[config.mk]
export PLATFORM = sky130hd
export DESIGN_NAME = mm_src_dma_flat
export DESIGN_NICKNAME = d
export VERILOG_FILES = /design/src/rtl/mm_src_dma_if.sv /design/src/rtl/mm_src_dma.sv /design/src/flat_wrapper.sv
export SDC_FILE = /design/constraint.sdc
export NUM_CORES = 1
export LEC_CHECK = 0
export BUFFER_PORTS_ARGS = -buffer_cell sky130_fd_sc_hd__buf_4
export CAP_MARGIN = 5
export CORE_AREA = 2 2 199 103
export DETAILED_ROUTE_END_ITERATION = 16
export DIE_AREA = 0 0 201 105
export MAX_ROUTING_LAYER = met4
export PLACE_DENSITY = 0.66
export SYNTH_ARGS = -nofsm -noshare
export SYNTH_HDL_FRONTEND = slang
export SYNTH_SLANG_ARGS = --single-unit
[constraint.sdc]
create_clock -name axis_clk -period 10.6 [get_ports axis_clk]
set_clock_uncertainty 0.1 [all_clocks]
set_input_delay 1.06 -clock axis_clk [delete_from_list [all_inputs] [get_ports axis_clk]]
set_output_delay 1.06 -clock axis_clk [all_outputs]
set_load 0.02 [all_outputs]
[src/rtl/mm_src_dma_if.sv]
// Bundle of control, memory-read and AXI-Stream signals for the mm source DMA.
// The master modport is the DMA's view; slave is the surrounding system's view.
interface mm_src_dma_if #(
  parameter int pADDR_WIDTH = 12,
  parameter int pDATA_WIDTH = 32,
  parameter int pLEN_WIDTH  = 10
);
  logic                   dma_start;
  logic [pADDR_WIDTH-1:0] dma_base_addr;
  logic [pLEN_WIDTH-1:0]  dma_len;
  logic                   dma_busy;
  logic                   dma_done;
  logic                   mm_start;
  logic                   mem_rd_req;
  logic [pADDR_WIDTH-1:0] mem_rd_addr;
  logic                   mem_rd_ack;
  logic                   mem_rd_valid;
  logic [pDATA_WIDTH-1:0] mem_rd_data;
  logic                   sm_tvalid;
  logic [pDATA_WIDTH-1:0] sm_tdata;
  logic                   sm_tlast;
  logic                   sm_tready;

  modport master (
    input  dma_start, dma_base_addr, dma_len, mem_rd_ack, mem_rd_valid, mem_rd_data, sm_tready,
    output dma_busy, dma_done, mm_start, mem_rd_req, mem_rd_addr, sm_tvalid, sm_tdata, sm_tlast
  );

  modport slave (
    output dma_start, dma_base_addr, dma_len, mem_rd_ack, mem_rd_valid, mem_rd_data, sm_tready,
    input  dma_busy, dma_done, mm_start, mem_rd_req, mem_rd_addr, sm_tvalid, sm_tdata, sm_tlast
  );
endinterface

[src/rtl/mm_src_dma.sv]
// Read DMA feeding the mm engine: fetches len contiguous words and streams them
// in order through a credit-controlled FIFO so reads can never overrun the buffer.
module mm_src_dma #(
  parameter int pADDR_WIDTH = 12,
  parameter int pDATA_WIDTH = 32,
  parameter int pLEN_WIDTH  = 10,
  parameter int pFIFO_DEPTH = 4
) (
  input logic           axis_clk,
  input logic           axis_rst,
  mm_src_dma_if.master  bus
);
  localparam int PW = $clog2(pFIFO_DEPTH);
  localparam int CW = PW + 1;
  localparam int NW = pLEN_WIDTH + 1;
  localparam logic [CW:0] DEPTH_C = (CW + 1)'(pFIFO_DEPTH);

  typedef enum logic [1:0] {S_IDLE = 2'd0, S_RUN = 2'd1, S_DONE = 2'd2} state_t;

  state_t                 state_q, state_d;
  logic [pADDR_WIDTH-1:0] base_q, base_d;
  logic [NW-1:0]          len_q, len_d;
  logic [NW-1:0]          issued_q, issued_d;
  logic [NW-1:0]          sent_q, sent_d;
  logic [CW-1:0]          outst_q, outst_d;
  logic [CW-1:0]          count_q, count_d;
  logic [PW-1:0]          wr_ptr_q, wr_ptr_d;
  logic [PW-1:0]          rd_ptr_q, rd_ptr_d;
  logic                   req_q, req_d;
  logic [pADDR_WIDTH-1:0] addr_q, addr_d;
  logic                   mm_start_q, mm_start_d;
  logic                   busy_q, busy_d;
  logic                   done_q, done_d;

  logic [pDATA_WIDTH-1:0] fifo_mem [pFIFO_DEPTH];

  logic          issue_fire, ret_fire, pop, fifo_nempty, last_beat;
  logic [CW:0]   credits_used;

  assign fifo_nempty = (count_q != '0);
  assign issue_fire  = req_q & bus.mem_rd_ack;
  // Returns are only accepted while a job runs, so stale data after reset is dropped.
  assign ret_fire    = (state_q == S_RUN) & bus.mem_rd_valid;
  assign pop         = fifo_nempty & bus.sm_tready;
  assign last_beat   = (sent_q == len_q - NW'(1));

  always_comb begin
    state_d    = state_q;
    base_d     = base_q;
    len_d      = len_q;
    issued_d   = issued_q;
    sent_d     = sent_q;
    outst_d    = outst_q;
    count_d    = count_q;
    wr_ptr_d   = wr_ptr_q;
    rd_ptr_d   = rd_ptr_q;
    mm_start_d = 1'b0;

    case (state_q)
      S_IDLE: begin
        if (bus.dma_start) begin
          base_d   = bus.dma_base_addr & ~pADDR_WIDTH'(3);
          len_d    = NW'(bus.dma_len);
          issued_d = '0;
          sent_d   = '0;
          outst_d  = '0;
          count_d  = '0;
          wr_ptr_d = '0;
          rd_ptr_d = '0;
          if (bus.dma_len != '0) begin
            state_d    = S_RUN;
            mm_start_d = 1'b1;
          end else begin
            state_d = S_DONE;
          end
        end
      end
      S_RUN: begin
        issued_d = issued_q + NW'(issue_fire);
        outst_d  = outst_q + CW'(issue_fire) - CW'(ret_fire);
        count_d  = count_q + CW'(ret_fire) - CW'(pop);
        if (ret_fire) wr_ptr_d = wr_ptr_q + PW'(1);
        if (pop) begin
          rd_ptr_d = rd_ptr_q + PW'(1);
          sent_d   = sent_q + NW'(1);
          if (last_beat) state_d = S_DONE;
        end
      end
      S_DONE:  state_d = S_IDLE;
      default: state_d = S_IDLE;
    endcase

    // Request is registered from next-cycle occupancy; a pending request never
    // drops because un-acked cycles can only shrink outstanding + buffered.
    credits_used = {1'b0, outst_d} + {1'b0, count_d};
    req_d  = (state_d == S_RUN) && (issued_d < len_d) && (credits_used < DEPTH_C);
    addr_d = base_d + pADDR_WIDTH'({issued_d, 2'b00});
    busy_d = (state_d == S_RUN);
    done_d = (state_d == S_DONE);
  end

  always_ff @(posedge axis_clk) begin
    if (axis_rst) begin
      state_q    <= S_IDLE;
      base_q     <= '0;
      len_q      <= '0;
      issued_q   <= '0;
      sent_q     <= '0;
      outst_q    <= '0;
      count_q    <= '0;
      wr_ptr_q   <= '0;
      rd_ptr_q   <= '0;
      req_q      <= 1'b0;
      addr_q     <= '0;
      mm_start_q <= 1'b0;
      busy_q     <= 1'b0;
      done_q     <= 1'b0;
    end else begin
      state_q    <= state_d;
      base_q     <= base_d;
      len_q      <= len_d;
      issued_q   <= issued_d;
      sent_q     <= sent_d;
      outst_q    <= outst_d;
      count_q    <= count_d;
      wr_ptr_q   <= wr_ptr_d;
      rd_ptr_q   <= rd_ptr_d;
      req_q      <= req_d;
      addr_q     <= addr_d;
      mm_start_q <= mm_start_d;
      busy_q     <= busy_d;
      done_q     <= done_d;
    end
  end

  always_ff @(posedge axis_clk) begin
    if (ret_fire) fifo_mem[wr_ptr_q] <= bus.mem_rd_data;
  end

  assign bus.dma_busy    = busy_q;
  assign bus.dma_done    = done_q;
  assign bus.mm_start    = mm_start_q;
  assign bus.mem_rd_req  = req_q;
  assign bus.mem_rd_addr = addr_q;
  assign bus.sm_tvalid   = fifo_nempty;
  assign bus.sm_tdata    = fifo_nempty ? fifo_mem[rd_ptr_q] : '0;
  assign bus.sm_tlast    = fifo_nempty & last_beat;
endmodule

[src/flat_wrapper.sv]
// flat-port wrapper written by rule: the top's interface ports become plain ports
module mm_src_dma_flat 
#(
  parameter int pADDR_WIDTH = 12,
  parameter int pDATA_WIDTH = 32,
  parameter int pLEN_WIDTH  = 10,
  parameter int pFIFO_DEPTH = 4
)
  (axis_clk, axis_rst, bus_dma_start, bus_dma_base_addr, bus_dma_len, bus_mem_rd_ack, bus_mem_rd_valid, bus_mem_rd_data, bus_sm_tready, bus_dma_busy, bus_dma_done, bus_mm_start, bus_mem_rd_req, bus_mem_rd_addr, bus_sm_tvalid, bus_sm_tdata, bus_sm_tlast);
  mm_src_dma_if #(.pADDR_WIDTH(pADDR_WIDTH), .pDATA_WIDTH(pDATA_WIDTH), .pLEN_WIDTH(pLEN_WIDTH)) bus_i ();
  input logic axis_clk;
  input logic axis_rst;
  input wire logic [$bits(bus_i.dma_start)-1:0] bus_dma_start;
  input wire logic [$bits(bus_i.dma_base_addr)-1:0] bus_dma_base_addr;
  input wire logic [$bits(bus_i.dma_len)-1:0] bus_dma_len;
  input wire logic [$bits(bus_i.mem_rd_ack)-1:0] bus_mem_rd_ack;
  input wire logic [$bits(bus_i.mem_rd_valid)-1:0] bus_mem_rd_valid;
  input wire logic [$bits(bus_i.mem_rd_data)-1:0] bus_mem_rd_data;
  input wire logic [$bits(bus_i.sm_tready)-1:0] bus_sm_tready;
  output wire logic [$bits(bus_i.dma_busy)-1:0] bus_dma_busy;
  output wire logic [$bits(bus_i.dma_done)-1:0] bus_dma_done;
  output wire logic [$bits(bus_i.mm_start)-1:0] bus_mm_start;
  output wire logic [$bits(bus_i.mem_rd_req)-1:0] bus_mem_rd_req;
  output wire logic [$bits(bus_i.mem_rd_addr)-1:0] bus_mem_rd_addr;
  output wire logic [$bits(bus_i.sm_tvalid)-1:0] bus_sm_tvalid;
  output wire logic [$bits(bus_i.sm_tdata)-1:0] bus_sm_tdata;
  output wire logic [$bits(bus_i.sm_tlast)-1:0] bus_sm_tlast;
  assign bus_i.dma_start = bus_dma_start;
  assign bus_i.dma_base_addr = bus_dma_base_addr;
  assign bus_i.dma_len = bus_dma_len;
  assign bus_i.mem_rd_ack = bus_mem_rd_ack;
  assign bus_i.mem_rd_valid = bus_mem_rd_valid;
  assign bus_i.mem_rd_data = bus_mem_rd_data;
  assign bus_i.sm_tready = bus_sm_tready;
  assign bus_dma_busy = bus_i.dma_busy;
  assign bus_dma_done = bus_i.dma_done;
  assign bus_mm_start = bus_i.mm_start;
  assign bus_mem_rd_req = bus_i.mem_rd_req;
  assign bus_mem_rd_addr = bus_i.mem_rd_addr;
  assign bus_sm_tvalid = bus_i.sm_tvalid;
  assign bus_sm_tdata = bus_i.sm_tdata;
  assign bus_sm_tlast = bus_i.sm_tlast;
  mm_src_dma #(.pADDR_WIDTH(pADDR_WIDTH), .pDATA_WIDTH(pDATA_WIDTH), .pLEN_WIDTH(pLEN_WIDTH), .pFIFO_DEPTH(pFIFO_DEPTH)) u_core (.axis_clk(axis_clk), .axis_rst(axis_rst), .bus(bus_i));
endmodule
* Word level (Yosys, flattened, before mapping)
Memory sizes are Yosys's and may differ from the RTL's. A register that Yosys moved wholly into a read port is not among the register bits. Cells that the tools add are included.
Word-level totals: bits in registers 73, memory bits (writable) 128, bits of input ports 60, output and inout bits 50, word-level logic and storage cells 79, memories kept 1
Memory list:
- u_core.fifo_mem | words 4, bits a word 32, read ports 1, clocked after memory_dff 1, write ports 1, RTL line mm_src_dma.sv:35 | logic [pDATA_WIDTH-1:0] fifo_mem [pFIFO_DEPTH];
Operators by class: add/sub/neg operators 11, order comparisons 2, equal/unequal tests 7, mux-type cells 29, bitwise gates (word level) 6, reduce and logical (&&, ||, !) cells 9
Operators by type and width (count):
- 11-bit 2-to-1 mux | 5
- 11-bit case mux with 2 select lines | 2
- 32-bit 2-to-1 mux | 1
- 12-bit 2-to-1 mux | 2
- 2-bit 2-to-1 mux | 9
- 12-bit adder | 1
- 2-bit case mux with 2 select lines | 3
- 3-bit case mux with 2 select lines | 2
- 11-bit by 1-bit adder with 11-bit output | 1
- 11-bit by 1-bit adder with 11-bit output (second input constant) | 1
- 11-bit == test | 1
- 11-bit less-than comparator | 1
- 11-bit by 1-bit subtractor with 11-bit output (second input constant) | 1
- 10-bit nonzero test | 1
- 3-bit by 1-bit adder with 3-bit output | 2
- 3-bit 2-to-1 mux | 2
- 3-bit AND reduction | 2
- 3-bit by 1-bit subtractor with 3-bit output | 2
- 2-bit by 1-bit adder with 2-bit output (second input constant) | 2
- 3-bit by 3-bit adder with 4-bit output | 1
- 1-bit AND | 4
- 2-bit by 1-bit == test with 1-bit output (second input constant) | 2
- 4-bit by 3-bit less-than comparator with 1-bit output (second input constant) | 1
- 2-bit by 1-bit != test with 1-bit output (second input constant) | 2
- other kinds (9) | 13

* Longest topological paths before layout
Gate-level depths: netlist (run 1).
depth after elaboration 8, depth in mapped cells 16

* Least setup slack after synthesis (run 1)
OpenSTA, ideal clock, no wires.
path type input to register, from in bus_dma_start, to reg u_core.addr_q[11] (netlist: u_core.bus.mem_rd_addr[11]), setup time 128 ps, arrival 3663 ps, slack 6709 ps, stages 13, buffers on the path 2, cell sequence nor3b_1 > buf_1 > clkbuf_1 > nand2_1 > nand2_1 > ha_1 > a211oi_1 > nor2_1 > or2_2 > o311a_1 > o41ai_1 > xnor2_1 > nor2_1
On the way: cells in the longest elaborated chain, start to end 3
Ends and longest elaborated chain:
- from (decl) | RTL line flat_wrapper.sv:13 | input wire logic [$bits(bus_i.dma_start)-1:0] bus_dma_start;
- 12-bit 2-to-1 mux | RTL line mm_src_dma.sv:61 | if (bus.dma_start) begin
- 12-bit 2-to-1 mux | RTL line mm_src_dma.sv:59 | case (state_q)
- named net u_core.base_d[3] | RTL line mm_src_dma.sv:21 | logic [pADDR_WIDTH-1:0] base_q, base_d;
- 12-bit adder | RTL line mm_src_dma.sv:97 | addr_d = base_d + pADDR_WIDTH'({issued_d, 2'b00});
- to (signal assigned) | RTL line mm_src_dma.sv:129 | addr_q <= addr_d;
- to (decl) | RTL line mm_src_dma.sv:30 | logic [pADDR_WIDTH-1:0] addr_q, addr_d;
The timed path passes the listed nets, and every way through them passes these cells. A chain may end at the register's enable or synchronous reset.

* Worst setup path in the final report (run 1)
from reg u_core.len_q[0], to out bus_sm_tlast
On the way: cells in the longest elaborated chain, start to end 3
Ends and longest elaborated chain:
- from (decl) | RTL line mm_src_dma.sv:22 | logic [NW-1:0] len_q, len_d;
- from (signal assigned) | RTL line mm_src_dma.sv:121 | len_q <= len_d;
- 11-bit by 1-bit subtractor with 11-bit output | RTL line mm_src_dma.sv:45 | assign last_beat = (sent_q == len_q - NW'(1));
- 11-bit == test | RTL line mm_src_dma.sv:45
- 1-bit AND | RTL line mm_src_dma.sv:147 | assign bus.sm_tlast = fifo_nempty & last_beat;
- to (decl) | RTL line flat_wrapper.sv:27 | output wire logic [$bits(bus_i.sm_tlast)-1:0] bus_sm_tlast;
Every way passes these cells.

==> impl_results.md, run 1 <==
* Status: complete, no violations
* Top_reg_cell synth: edfxtp_1
* Post-Route WL at 17700 microns
* Drt first pass iters at 5
* CP endpoint kind: primary output
* GR Overflow Total at 0
* Initial DRC count at 203
* R2R setup slack at ~6.8 ns
* Synth Instances at ~680
* FFs w/ async S/R, synth at 0%
* Post-route DRC at 0
* CTS Hold Bufs at 0
* Die X at about 200 microns
* Register area at about 5300 sq um
* Final instance count without filler cells at 1053
* R2r startpoint: u_core.state_q[0]$_SDFF_PP0_
* Max cap viols at 0
* Total negative slack at 0 ns
* Post-synthesis register bit count at 199
* Root buf cell: clkbuf_16
* Most frequent cells in the layout: edfxtp_1, buf_4, dfxtp_1, nor2_1, nand2_1
* Worst Hold Class: register to register
* CTS tree: done
* Hold Path Sink: u_core.base_q[7]$_SDFF_PP0_
* Leakage Power at around 4.0 nW
* Post-synthesis cell area at roughly 8800 sq um
* Cell-internal power at 1.26 mW
* Yosys top cell area share at 43.9%
* Largest net degree at the start of global routing at just under 70
* Synth warnings at 0
* Synth area leader: edfxtp_1
* NetSw at ~0.43 mW
* Final ANT Viol Nets at 0
* # clock sinks at about 200
* Nets@finish at 870
* Seq/Total Area, Yosys at around three fifths
* Top Ports at 110
* Post-synth EDFFs at approximately 130
* Reg power frac at approximately half
* Core area at about 19000 sq um
* PnR Total Power at 1.69 mW
* Post-CTS setup buffers at 0
* Fin crit share at 37.8%
* Clk slew on worst S/H paths at about 0.070 ns
* Top cells by area, synth: edfxtp_1, dfxtp_1, mux4_2, ha_1, and2_1
* Via count at between 5k and 6k
* Syn Area/Cell at 13.0 sq um
* Final Max Slew Viols at 0
* Final min period at ~4 ns
* RSZ-0062 raised after global routing: no
* Commonest non-fill, non-tap cell in the layout: edfxtp_1
* GP Congestion at just over 0.8
* Rows at 36
* Total track usage at about 18%
* Number of global-route vias before repair at about 5.5k
* Placed cell area at just under 10000 sq um
* Area Growth Syn to Fin at 19.0%
* Total power divided by cell area at 162 nW/um^2
* Clock Power Share at roughly two fifths
* Post-synthesis cell type count at 59
* Wire length of the first global-routing pass at 28400 microns
* H-tree Lvls at 4
* PostCTS Resize Cnt at 0
* Hold Startpoint: u_core.base_q[7]$_SDFF_PP0_
* Hold_ws at ~0.37 ns
* Comb pwr share at 9.9%
* Placed instance count at around 1.0k
* Full die area at approximately 21000 sq um
* WP data required at 9.44 ns
* Vias per cell at between 5 and 6
* Finished Cell Area at between 10000 and 15000 sq um
* Final hold violation count at 0
* Register-to-Register Path Depth at 15
* Worst-margin pin slew at 0.903 ns
* ANT cells at 0
* CP Class: register to primary output
* Area occupied by multi-input gates at 3320 sq um
* Starting Density at between 40% and 50%
* CP Max Fanout at 7
* I/O Buffers at 105
* Hold depth at 2
* Initial antenna violation count at 0
* Startpoint Class: register
* FILL cells at 1626
* Clock Latency Late Sink at 0.44 ns
* Sw frac at 25.3%
* Slew headroom at roughly 40%
* R2r endpoint: u_core.bus.mem_rd_req$_SDFF_PP0_
* Share of cells above drive strength 1 at 24.4%
* CTS max path bufs at 2
* Drt wl/cell at roughly 17 microns
* DP HPWL at roughly 11000 microns
* CTS Buf Count at 17
* Peak VDD IR at between 0.1 and 0.15 mV
* Highest Clock Rate at 250 MHz
* Height of the die at 105 microns
* Worst path arrival time at ~2.9 ns
* Final setup fails at 0
-- worst max-delay path: stages, from the launching register on --
cell	delay, ns
dfxtp_1	0.45
inv_1	0.10
ha_1	0.29
nor2b_1	0.16
or3_1	0.34
a31oi_1	0.18
o2111ai_1	0.18
nor4_2	0.49
buf_4	0.23
-- cells by family (layout without fill, tap and decap cells) --
logic type | count (synthesis) | count (layout) | share of synthesized area [%]
AOI/OAI and AO/OA | 90 | 90 | 6.61
xor gates and xnor gates | 22 | 22 | 2.20
adders and majority gates | 36 | 36 | 5.40
buffers and inverters | 50 | 160 | 2.23
DFF | 199 | 199 | 60.1
muxes | 48 | 48 | 10.1
other | 1 | 2 | 0.0428
and+or+nand+nor | 230 | 230 | 13.3
-- power by group through the flow --
stage	Sequential [mW]	Clock, mW	Combinational [mW]
final	0.853	0.666	0.166
after global placement	0.870	0	0.164
after CTS	0.853	0.680	0.169
after floorplan	0.873	0	0.0994
after detailed placement	0.870	0	0.168
after global routing	0.855	0.715	0.184
-- worst max-delay path by stage --
stage / startpoint / end / slack, ns / cells past startpoint
after global routing: u_core.state_q[0]$_SDFF_PP0_ / u_core.bus.mem_rd_req$_SDFF_PP0_ / 6.36 / 15
after detailed placement: bus_dma_start / u_core.bus.mem_rd_addr[11]$_SDFF_PP0_ / 6.27 / 13
after CTS: u_core.len_q[0]$_SDFF_PP0_ / bus_sm_tlast / 6.55 / 8
after global placement: bus_dma_start / u_core.bus.mem_rd_addr[11]$_SDFF_PP0_ / 6.30 / 13
final: u_core.len_q[0]$_SDFF_PP0_ / bus_sm_tlast / 6.59 / 8
after floorplan: bus_dma_start / u_core.bus.mem_rd_addr[11]$_SDFF_PP0_ / 6.71 / 13
-- cell usage after synthesis (all sizes together) (7+ instances only) --
library cell,n
a21oi,32
and2,35
and3,8
buf,10
clkbuf,23
dfxtp,71
edfxtp,128
ha,33
inv,17
mux2i,13
mux4,32
nand2,49
nand3,16
nand4,7
nor2,57
nor2b,22
nor3,7
o21ai,18
xnor2,12
xor2,10
-- registers in the layout (all words and copies together) (netlist names), named ones only --
signal	count
u_core.fifo_mem	128
u_core.issued_q	11
u_core.len_q	11
u_core.sent_q	11
u_core.base_q	10
u_core.bus.mem_rd_addr	10
u_core.count_q	3
u_core.outst_q	3
u_core.rd_ptr_q	2
u_core.state_q	2
u_core.wr_ptr_q	2
u_core.bus.dma_busy	1
u_core.bus.dma_done	1
u_core.bus.mem_rd_req	1
u_core.bus.mm_start	1
-- metal layers --
| layer | part of all wire [%] | global-route usage (%) | wire length [microns] | vias up |
|---|---|---|---|---|
| met1 | 45 | 22.0 | 7980 | 2692 |
| met3 | 4.4 | 3.74 | 778 | 28 |
| met4 | 1.6 | 5.61 | 276 | 0 |
| met2 | 49 | 30.0 | 8700 | 117 |
| met5 | 0 | - | 0 | - |
| li1 | - | - | - | 2690 |
-- through the flow --
stage | utilization [%] | setup WS, ns
6_report | 54.2 | 6.59
5_1_grt | 54.2 | 6.36
4_1_cts | 54.2 | 6.55
3_5_place_dp | 51.0 | 6.27
3_3_place_gp | 51.0 | 6.30
2_1_floorplan | - | 6.71
-- area by class of cell --
cell class / instances / area share [%]
clock inverter: 15 / 1.85
sequential: 199 / 50.5
inverter: 17 / 0.612
multi-input combinational: 428 / 31.8
timing repair buffer: 111 / 7.99
tap: 266 / 3.19
clock buffer: 17 / 4.08
Power figures use the tool's default switching activity.
==> run 2, diff against run 1 <==
--- a/config.mk
+++ b/config.mk
@@ -5,13 +5,14 @@
 export SDC_FILE = /design/constraint.sdc
 export NUM_CORES = 1
 export LEC_CHECK = 0
+export ABC_AREA = 1
 export BUFFER_PORTS_ARGS = -buffer_cell sky130_fd_sc_hd__buf_4
 export CAP_MARGIN = 5
-export CORE_AREA = 2 2 199 103
+export CORE_AREA = 2 2 203 105
 export DETAILED_ROUTE_END_ITERATION = 16
-export DIE_AREA = 0 0 201 105
+export DIE_AREA = 0 0 205 107
 export MAX_ROUTING_LAYER = met4
-export PLACE_DENSITY = 0.66
+export PLACE_DENSITY = 0.68
 export SYNTH_ARGS = -nofsm -noshare
 export SYNTH_HDL_FRONTEND = slang
 export SYNTH_SLANG_ARGS = --single-unit
==> constraint.sdc (replaced) <==
create_clock -name axis_clk -period 3.3 [get_ports axis_clk]
set_clock_uncertainty 0.1 [all_clocks]
set_input_delay 0.33 -clock axis_clk [delete_from_list [all_inputs] [get_ports axis_clk]]
set_output_delay 0.33 -clock axis_clk [all_outputs]
set_load 0.02 [all_outputs]
==> run 2 against run 1 <==
Sequential power grew to 3.2 times the previous value; hold slack lost 0.29 ns; count of clock-buffer cells in the layout is the same; critical path depth grew 9; power grew to 3.2 times the previous value; non-clock buffer count grew 49; wire length grew 22%; critical endpoint is now u_core.bus.mem_rd_req$_SDFF_PP0_; largest cell class unchanged.
==> impl_results.md, run 2 <==
* FILL cells at 1806 (+11%)
* CTS tree: done
* Initial antenna violation count at 0 (unchanged)
* Drt wl/cell at 15.4 microns (-8.8%)
* RSZ-0062 raised after global routing: yes
* CTS Buf Count at 17 (unchanged)
* Startpoint Class: register
* Dpl ws at 0.0347 ns (-6.24 ns)
* Synth warnings at 0 (unchanged)
* Final Max Slew Viols at 0 (unchanged)
* Worst Hold Class: input port to register
* Via count at 7074 (+28%)
* Post-route DRC at 0 (unchanged)
* Share of cells above drive strength 1 at 18.8% (-5.6 points)
* Post-synth EDFFs at 128 (unchanged)
* FFs w/ async S/R, synth at 0% (unchanged)
* Area Growth Syn to Fin at 23.1%
* ANT cells at 0 (unchanged)
* Cell-internal power at 4.03 mW (+220%)
* CTS max path bufs at 2 (unchanged)
* Root buf cell: clkbuf_16
* Largest reg by FF count: u_core.fifo_mem
* Register-to-Register Path Depth at 17 (+2)
* Total power divided by cell area at 485 nW/um^2 (+200%)
* Final setup fails at 0 (unchanged)
* H-tree Lvls at 4 (unchanged)
* GR Overflow Total at 0 (unchanged)
* Comb pwr share at 11.9% (+2.0 points)
* NetSw at 1.42 mW (+230%)
* # clock sinks at 199 (unchanged)
* Worst path arrival time at 3.36 ns (+0.51 ns)
* Initial DRC count at 599 (+200%)
* Hold depth at 3 (+1)
* Synth Instances at 986 (+46%)
* Clock Latency Late Sink at 0.43 ns (about the same)
* Clock Power Share at 37.9% (-1.6 points)
* Status: complete, no violations
* Syn Area/Cell at 9.26 sq um (-29%)
* Post-synthesis cell type count at 46 (-22%)
* Vias per cell at 5.01 (-4.6%)
* Synth area leader: edfxtp_1
* Reg power frac at 50.2% (-0.4 points)
* CP most frequent cell: inv_1
* Max stage delay cell, worst path: fa_1
* DP HPWL at 14600 microns (+28%)
* Nets@finish at 1223 (+41%)
* Die X at 205 microns (+2.0%)
* Rows at 37 (+2.8%)
* Worst Slack Setup Final at 0.206 ns (-6.39 ns)
* Commonest non-fill, non-tap cell in the layout: nor2_1
* CP Max Fanout at 3 (-4)
* Max reg flops at 128 (unchanged)
* GP Congestion at 0.865 (+4.9%)
* Post-synthesis register bit count at 199 (unchanged)
* Post-Route WL at 21700 microns (+22%)
* Drt first pass iters at 5 (unchanged)
* Post-layout util at 55.7% (+1.4 points)
* Core area at 20200 sq um (+4.9%)
* WP data required at 3.57 ns (-5.87 ns)
* Peak VDD IR at 0.355 mV (+190%)
* Sw frac at 26.0% (+0.74 points)
* I/O Buffers at 105 (unchanged)
* Top cells by area, synth: edfxtp_1, dfxtp_1, nor2_1, o21ai_0, nand2_1
* Seq/Total Area, Yosys at 57.7% (-2.4 points)
* Number of global-route vias before repair at 6625 (+21%)
* Finished Cell Area at 11200 sq um (+7.7%)
* CP cell instances: inv_1, nand2_4, inv_8, nand2_1, inv_1, ha_1, inv_1, ha_1, inv_1, fa_1, o21ai_1, a21o_1, nand2_1, ha_1, a2111oi_2, nand3_1, nor2_1
* Max cap viols at 0 (unchanged)
* Most frequent cell after synthesis: nor2_1
* Yosys top cell area share at 42.1% (-1.8 points)
* Slew headroom at 47.3% (+7.5 points)
* Leakage Power at 4.59 nW (+16%)
* Final min period at slightly above 3 ns
* CP endpoint kind: register
* Largest stage delay on the critical path at 0.37 ns (-0.12 ns)
* Height of the die at 107 microns (+1.9%)
* Fin crit share at 93.8%
* CP Class: register to register
* Final hold violation count at 0 (unchanged)
* Highest Clock Rate at about 320 MHz
* Final ANT Viol Nets at 0 (unchanged)
* Full die area at 21900 sq um (+3.9%)
* Top cells by count, synth: nor2_1, edfxtp_1, nand2_1
* Largest net degree at the start of global routing at 65 (-4.4%)
* Worst-margin pin slew at 0.786 ns (-0.117 ns)
* Post-synthesis cell area at 9130 sq um (+4.2%)
* Total track usage at 21.1% (+3.2 points)
* Clk slew on worst S/H paths at 0.08 ns (about the same)
* Top Ports at 110 (unchanged)
* Top_reg_cell synth: edfxtp_1
* Wire length of the first global-routing pass at 34500 microns (+21%)
* Placed cell area at 10300 sq um (+5.1%)
* Most frequent cells in the layout: nor2_1, edfxtp_1, buf_4, nand2_1, o21ai_0
* Starting Density at 45.2% (-0.32 points)
==> run 2: path summary, 6_finish.rpt <==
path                                                      start                                to  slack (ns)
worst min register to register  u_core.rd_ptr_q[1]$_SDFFE_PP0P_                          register        0.36
worst max register to register     u_core.state_q[1]$_SDFF_PP0_  u_core.bus.mem_rd_req$_SDFF_PP0_        0.21
worst max-delay path               u_core.state_q[1]$_SDFF_PP0_  u_core.bus.mem_rd_req$_SDFF_PP0_        0.21
worst min-delay path                       bus_dma_base_addr[8]       u_core.base_q[8]$_SDFF_PP0_        0.07
==> run 2: final cells by class <==
cell class	count	area (sq um)	share of cell area, %
clock buffers	17	425	3.78
inverters	92	353	3.14
multi-input cells	657	3400	30.3
repair buffers	160	1290	11.5
well taps	273	342	3.04
clock inverters	15	156	1.39
flip-flops and latches	199	5270	46.9
==> run 2: timing repair <==
action	in CTS	in global routing
buffers inserted	0	0
hold buffers	32	0
endpoints found under the hold margin	128	0
resized for setup	0	10
setup endpoints to repair	0	2
==> run 2: power groups by stage <==
stage	sequential (mW)	clock, mW	combinational [mW]
floorplan	2.80	0	0.360
global placement	2.79	0	0.603
detailed placement	2.79	0	0.612
CTS	2.73	2.11	0.645
global route	2.74	2.21	0.721
finish	2.73	2.06	0.650
==> run 2: metrics by stage <==
step / TNS (ns) / hold WS, ns / total power, mW / cells
floorplan: 0 / 0.317 / 3.16 / 987
global placement: 0 / 0.349 / 3.39 / 1349
detailed placement: 0 / 0.353 / 3.40 / 1349
CTS: 0 / 0.0442 / 5.49 / 1413
global route: -0.00813 / 0.0857 / 5.67 / 1413
finish: 0 / 0.0748 / 5.45 / 1413
==> run 2: kinds of logic after synthesis <==
group,count (synthesis),share of synthesized area [%]
other,1,0.0411
AOI/OAI and AO/OA,211,12.2
adders and majority gates,36,5.18
xor gates and xnor gates,7,0.671
buffers and inverters,131,5.69
DFF,199,57.7
and+or+nand+nor,397,18.1
muxes,4,0.438
==> run 2: critical path: cells and delay by family, from the launching register on <==
kind                     cells  cell delay [ns]
AND/OR/NAND/NOR              5             0.55
flip-flops                   1             0.32
AO/OA/AOI/OAI                3             0.60
buffers and inverters        5             0.40
adder cells (fa/ha/maj)      4             1.06
==> run 2: routing by layer <==
layer  share of wire (%)  wire (microns)  track usage (%)
met4                0.72             156             4.88
met3                 6.3            1360             4.62
met2                  40            8690             28.4
met1                  53           11500             32.1
met5                   0               0                -
